===== src/rtl/alu_exec_stage.sv =====
`default_nettype none
// ============================================================================
// Module   : alu_exec_stage
// Purpose  : RISC-V execute-stage ALU feeding a two-entry skid buffer with
//            valid/ready handshakes and a registered upstream ready.
// Revision : 1.0 - initial release
// ============================================================================
module alu_exec_stage #(
  parameter int WIDTH = 32
) (
  input  logic             clk,
  input  logic             rst,
  input  logic             flush,
  input  logic             in_valid,
  output logic             in_ready,
  input  logic [2:0]       alu_op,
  input  logic [WIDTH-1:0] a,
  input  logic [WIDTH-1:0] b,
  input  logic [4:0]       rd,
  input  logic             reg_write,
  output logic             out_valid,
  input  logic             out_ready,
  output logic [WIDTH-1:0] result,
  output logic             zero,
  output logic [4:0]       rd_out,
  output logic             reg_write_out
);

  localparam logic [2:0] c_OP_ADD = 3'b000;
  localparam logic [2:0] c_OP_SUB = 3'b001;
  localparam logic [2:0] c_OP_AND = 3'b010;
  localparam logic [2:0] c_OP_OR  = 3'b011;
  localparam logic [2:0] c_OP_XOR = 3'b100;
  localparam logic [2:0] c_OP_SLT = 3'b101;

  // Entry layout: {reg_write, rd[4:0], zero, result[WIDTH-1:0]}
  localparam int c_EW = WIDTH + 7;

  typedef enum logic [1:0] {
    S_EMPTY = 2'd0,
    S_ONE   = 2'd1,
    S_TWO   = 2'd2
  } state_t;

  state_t           r_state;
  logic             r_in_ready;
  logic             r_out_valid;
  logic [c_EW-1:0]  r_main;
  logic [c_EW-1:0]  r_skid;

  logic [WIDTH-1:0] w_res;
  logic             w_slt;
  logic             w_zero;
  logic [c_EW-1:0]  w_in_entry;
  logic             w_accept;
  logic             w_drain;

  assign w_slt = ($signed(a) < $signed(b));

  always_comb begin
    w_res = '0;
    case (alu_op)
      c_OP_ADD: w_res = a + b;
      c_OP_SUB: w_res = a - b;
      c_OP_AND: w_res = a & b;
      c_OP_OR:  w_res = a | b;
      c_OP_XOR: w_res = a ^ b;
      c_OP_SLT: w_res = {{(WIDTH-1){1'b0}}, w_slt};
      default:  w_res = '0;
    endcase
  end

  assign w_zero     = (w_res == '0);
  assign w_in_entry = {reg_write, rd, w_zero, w_res};
  assign w_accept   = in_valid & r_in_ready;
  assign w_drain    = r_out_valid & out_ready;

  // Ready and valid are registered from the next state so neither side sees
  // a combinational path through the buffer.
  always_ff @(posedge clk) begin
    if (rst) begin
      r_state     <= S_EMPTY;
      r_in_ready  <= 1'b1;
      r_out_valid <= 1'b0;
      r_main      <= '0;
      r_skid      <= '0;
    end else if (flush) begin
      r_state     <= S_EMPTY;
      r_in_ready  <= 1'b1;
      r_out_valid <= 1'b0;
    end else begin
      case (r_state)
        S_EMPTY: begin
          if (w_accept) begin
            r_main      <= w_in_entry;
            r_state     <= S_ONE;
            r_out_valid <= 1'b1;
          end
        end
        S_ONE: begin
          if (w_accept && w_drain) begin
            r_main <= w_in_entry;
          end else if (w_accept) begin
            r_skid     <= w_in_entry;
            r_state    <= S_TWO;
            r_in_ready <= 1'b0;
          end else if (w_drain) begin
            r_state     <= S_EMPTY;
            r_out_valid <= 1'b0;
          end
        end
        S_TWO: begin
          if (w_drain) begin
            r_main     <= r_skid;
            r_state    <= S_ONE;
            r_in_ready <= 1'b1;
          end
        end
        default: begin
          r_state     <= S_EMPTY;
          r_in_ready  <= 1'b1;
          r_out_valid <= 1'b0;
        end
      endcase
    end
  end

  assign in_ready      = r_in_ready;
  assign out_valid     = r_out_valid;
  assign result        = r_main[WIDTH-1:0];
  assign zero          = r_main[WIDTH];
  assign rd_out        = r_main[WIDTH+5:WIDTH+1];
  assign reg_write_out = r_main[WIDTH+6];

endmodule
`default_nettype wire


===== config.mk =====
export PLATFORM = sky130hd
export DESIGN_NAME = alu_exec_stage
export DESIGN_NICKNAME = d
export VERILOG_FILES = /design/src/rtl/alu_exec_stage.sv
export SDC_FILE = /design/constraint.sdc
export NUM_CORES = 1
export LEC_CHECK = 0
export BUFFER_PORTS_ARGS = -buffer_cell sky130_fd_sc_hd__buf_2
export CAP_MARGIN = 20
export CORE_UTILIZATION = 58
export DETAILED_ROUTE_END_ITERATION = 6
export HOLD_SLACK_MARGIN = 0.1
export MAX_ROUTING_LAYER = met4
export PLACE_DENSITY = 0.88
export RECOVER_POWER = 50
export SLEW_MARGIN = 10
export SYNTH_ARGS = -nofsm -noshare
export SYNTH_HDL_FRONTEND = slang
export SYNTH_SLANG_ARGS = --single-unit

===== constraint.sdc =====
create_clock -name clk -period 8.6 [get_ports clk]
set_input_delay 0.86 -clock clk [delete_from_list [all_inputs] [get_ports clk]]
set_output_delay 0.86 -clock clk [all_outputs]
set_load 0.01 [all_outputs]

# [After elaboration in Yosys (flattened, before gate mapping)]
# Index checks and enable logic that the tools add are counted.
# W data, S select, Z words.
[word_totals] out_inout_bits=41 elab_cells=63 register_bits=82
[op_classes] mux=20 add_sub_neg=2 n_eq_ne=15 n_reduce_logical=11 order_cmp=1 bitwise_logic=9
[ops] operator="$pmux W32 S6" n=1
[ops] operator="$mux W39" n=3
[ops] operator="$pmux W39 S3" n=1
[ops] operator="$add A32 B32 Y32" n=1
[ops] operator="$and A32 B32 Y32" n=1
[ops] operator="$logic_not A32 Y1" n=1
[ops] operator="$lt A32 B32 Y1" n=1
[ops] operator="$or A32 B32 Y32" n=1
[ops] operator="$sub A32 B32 Y32" n=1
[ops] operator="$xor A32 B32 Y32" n=1
[ops] operator="$ne A2 B2 Y1 const B" n=7
[ops] operator="$reduce_and A4 Y1" n=3
[ops] operator="$mux W2" n=5
[ops] operator="$reduce_and A5 Y1" n=2
[ops] operator="$mux W1" n=7
[ops] operator="$eq A3 B2 Y1 const B" n=2
[ops] operator="$eq A3 B3 Y1 const B" n=2
[ops] operator="$pmux W1 S3" n=2
[ops] operator="$pmux W2 S3" n=1
[ops] operator="$not A1 Y1" n=4
[ops] operator="$eq A3 B1 Y1 const B" n=1
[ops] operator="$logic_not A3 Y1" n=1
[ops] operator="$ne A3 B3 Y1 const B" n=1
[ops] operator="$reduce_bool A3 Y1" n=1
[ops] operator="6 further kinds" n=7

# [Longest topological paths before layout]
[logic_depth] depth_word=5 depth_mapped=15 ltp_nobuf=15

# [Worst setup path before layout]
# OpenSTA, ideal clock, no wires.
[synth_timing] kind="input port to flip-flop" startpoint="input a[0]" endpoint="register r_main[32]" arrival_ns=3.924 slack_ns=4.583 setup_time_ns=0.092 stages=15 path_cell_list="inv_1 ha_1 fa_1 o21bai_2 o211ai_2 a31oi_2 a41oi_1 o31ai_2 a21oi_1 xnor2_1 o211ai_1 or4_1 nor4_1 nand3_1 o32ai_1"
[synth_between] elab_chain_len=5 word_cells_on_any_way=11 classes_between="2 x add/sub; 1 x order compare; 4 x mux; 3 x bitwise; 1 x reduce/logical"
[synth_lines] element="from (decl)" line_no="17" rtl="input logic [WIDTH-1:0] a,"
[synth_lines] element="$sub A32 B32 Y32, or another cell as far along" line_no="64" rtl="c_OP_SUB: w_res = a - b;"
[synth_lines] element="$pmux W32 S6 (*)" line_no="62" rtl="case (alu_op)"
[synth_lines] element="$logic_not A32 Y1 (*)" line_no="73" rtl="assign w_zero = (w_res == '0);"
[synth_lines] element="$mux W39, on equally long branches" line_no="101, 94"
[synth_lines] element="$pmux W39 S3 (*)" line_no="92" rtl="case (r_state)"
[synth_lines] element="to (signal assigned)" line_no="95" rtl="r_main <= w_in_entry;"
[synth_lines] element="to (signal assigned)" line_no="102" rtl="r_main <= w_in_entry;"
[synth_lines] element="to (signal assigned)" line_no="114" rtl="r_main <= r_skid;"
[synth_lines] element="to (decl)" line_no="48" rtl="logic [c_EW-1:0] r_main;"
# Every way passes the cells marked *; elsewhere a longest branch is shown, timed or not. The select of a mux whose other input is x is not followed.
# A chain may end at the register's enable or synchronous reset.

# [Final worst setup path]
[layout_timing] startpoint="input alu_op[0]" endpoint="register r_main[32]"
[layout_between] elab_chain_len=5 word_cells_on_any_way=11 classes_between="5 x eq/ne; 4 x mux; 2 x reduce/logical"
[layout_lines] element="from (decl)" line_no="16" rtl="input logic [2:0] alu_op,"
[layout_lines] element="$eq A3 B3 Y1, or another cell as far along" line_no="62"
[layout_lines] element="$pmux W32 S6 (*)" line_no="62"
[layout_lines] element="$logic_not A32 Y1 (*)" line_no="73"
[layout_lines] element="$mux W39, on equally long branches" line_no="101, 94"
[layout_lines] element="$pmux W39 S3 (*)" line_no="92"
# Marks and branches as above.

==> run summary <==
Leak Pwr: 4.08 nW
top-count cell post-synth: nor2_1
CP startpoint kind: input pin
Layout Area Growth over Synthesis: 8.85%
Die Span X: 125 um
DRC errors left: 25
WL final: 27,900 um
post-DP HPWL: 20,800 um
FF+latch count, synth: 82
global route hottest layer: met2
share of the synthesized area in the top cell type: 18.7%
fraction of layout cells with a size suffix above 1: 9.85%
Synth Flop Type: dfxtp_1
R2R cell count: 7
skew final: 0.00469 ns
final instance area: 0.00954 mm^2
routing usage on met2: 55.3%
reg2reg end: r_main[12]
worst r2r src: r_state[0]
CTS root buf: clkbuf_16
most instantiated cells after synthesis: 205 x nor2_1, 142 x a21oi_1, 108 x nand2_1
clk buf depth: 2
cell internal pwr: 0.793 mW
failing checks: DRC, capacitance limit, slew limit
Max Freq: 204 MHz
grt met3 use: 5.86%
hold_ws: 0.458 ns
Slew headroom: -134%
gpl congestion: 1.05
Antenna Nets Post-Route: 0
post-CTS setup buffers: 0
status: finished with violations
total power per unit cell area: 133 mW/mm^2
setup slack after layout: 3.69 ns
cts bufs inserted: 9
clock network power share: 29.2%
CP Max Fanout: 27
EDFF count, synth: 0
overall routing resource usage: 36.1%
GR Overflow Total: 0
leading area contributor after synthesis: dfxtp_1
R2R Setup Slk: 6.13 ns
largest net degree at the start of global routing: 82
initial antenna violation count: 0
RSZ-0062 raised after global routing: false
Yosys cell types: 86
crit path capture: r_main[32]
met1 GRT Util: 47.3%
via density per instance: 6.38
routed wire length per instance: 18.4 um
Multi-input gate area: 0.00639 mm^2
critical path class: input pin to flop
port buffer count: 118
post-route setup TNS: 0 ns
Initial Util: 59.9%
Yosys warning count: 0
Mapped Area: 0.00877 mm^2
DR pass1 iterations: 7
Slew Viols, Final: 82
fillers: 1,326
Syn Area/Cell: 6.89 um^2
Die H: 125 um
Core ar.: 0.0146 mm^2
H-tree level count: 3
Diodes inserted: 0
Core Rows: 44
Nets: 1,510
Syn Inst Count: 1,272
CTS tree: yes
Post-Syn Nets: 1,456
total power: 1.27 mW
Clk Latency, worst-skew pair: 0.33 ns
CP required: 8.81 ns
first-pass GRT wire length: 44,500 um
# resized after CTS: 0
Logic pwr share: 38.9%
P_sw: 0.476 mW
cts hold-fix bufs: 0
Vias: 9,654
final clock period utilization by the worst path: 57.1%
Num Clock Sinks: 82
DP Worst Slack: 3.56 ns
Area after DPL: 0.00931 mm^2
Hold WC Path Type: flop to flop
Area contributors post-synth: dfxtp_1 19%, ha_1 15%, nor2_1 8.8%, a21oi_1 8.1%, a211oi_1 5.0%
DR iter-0 viols: 1,243
# IOs: 119
Worst Path Arrival: 5.12 ns
Critical Path Source: alu_op[0]
post-route minimum period: 4.91 ns
sequential power share: 31.9%
Tightest Pin Transition: 3.51 ns
total die area: 0.0156 mm^2
FF/Latch Area: 0.00164 mm^2
maxcap violations: 1
peak supply drop: 0.000102 V
Worst setup EP type: flop
vias in the first global route: 8,679
Setup Viol. Count Final: 0
endpoints failing hold: 0
Post-synth ARST share: 0%
post-synthesis sequential area ratio: 18.7%
switching share of power: 37.5%
clock slew at the register clock pins of the worst setup and hold paths: 0.06 ns
[worst max-delay path, stage by stage]
cell	delay [ns]
buf_2	0.09
clkinv_1	0.74
nand2_1	0.78
nor2_1	0.36
a22oi_1	0.29
o211ai_1	0.24
nor4_1	0.38
nand4_1	0.15
or4_1	0.56
nor4_1	0.29
nand3_1	0.14
o32ai_1	0.22
[power by group through the flow]
stage	Clock, mW	Sequential, mW	Combinational [mW]
6_report	0.371	0.405	0.494
5_1_grt	0.389	0.407	0.534
4_1_cts	0.375	0.404	0.481
3_5_place_dp	0	0.412	0.478
3_3_place_gp	0	0.412	0.474
2_1_floorplan	0	0.416	0.336
[state kept, by name, summed over array words and instances, names as in the netlist]
signal and flops:
r_main 39, r_state 2, out_valid 1, r_skid 39, in_ready 1
[placed cells by master (no fill, tap or decap), drive strengths merged, types with 19 or more instances in the layout]
master / count
nand2: 108
dfxtp: 82
xnor2: 19
a211oi: 60
a21oi: 143
ha: 104
o31ai: 21
nor3: 38
buf: 86
clkbuf: 54
inv: 101
nor2: 205
o21ai: 58
nand3: 23
[layout make-up]
cell class	count	share of cell area, %
inverter	102	4.01
sequential	82	17.2
clock buffer	12	2.58
multi-input combinational	1003	67.0
tap	184	2.41
timing repair buffer	128	6.40
clock inverter	3	0.420
[per-stage QoR]
step | cells | utilization [%]
floorplan | 1272 | -
global placement | 1499 | 63.6
detailed placement | 1499 | 63.6
CTS | 1514 | 65.5
global route | 1514 | 65.2
finish | 1514 | 65.2
[layer usage]
layer	vias up	part of all wire (%)
met5	-	0
met2	504	44
met1	4447	43
li1	4620	-
met4	0	3.3
met3	83	9.8
[worst min-delay path by stage]
stage,start,endpoint,slack (ns),cells past startpoint
2_1_floorplan,r_skid[0],r_skid[0],0.44,2
3_3_place_gp,r_main[19],r_main[19],0.44,2
3_5_place_dp,r_skid[0],r_skid[0],0.45,2
4_1_cts,r_skid[0],r_skid[0],0.45,2
5_1_grt,r_main[27],r_main[27],0.48,2
6_report,r_skid[38],r_skid[38],0.46,2
[logic make-up (layout without fill, tap and decap cells)]
kind of cell	after synthesis	after routing	share of synthesized area, %
XOR/XNOR	21	21	2.10
flip-flops	82	82	18.7
AO/OA/AOI/OAI	409	409	30.9
adder cells (fa/ha/maj)	106	106	15.3
AND/OR/NAND/NOR	456	456	23.2
buffers and inverters	187	245	8.48
multiplexers	11	11	1.31
(Power assumes the default switching activity.)
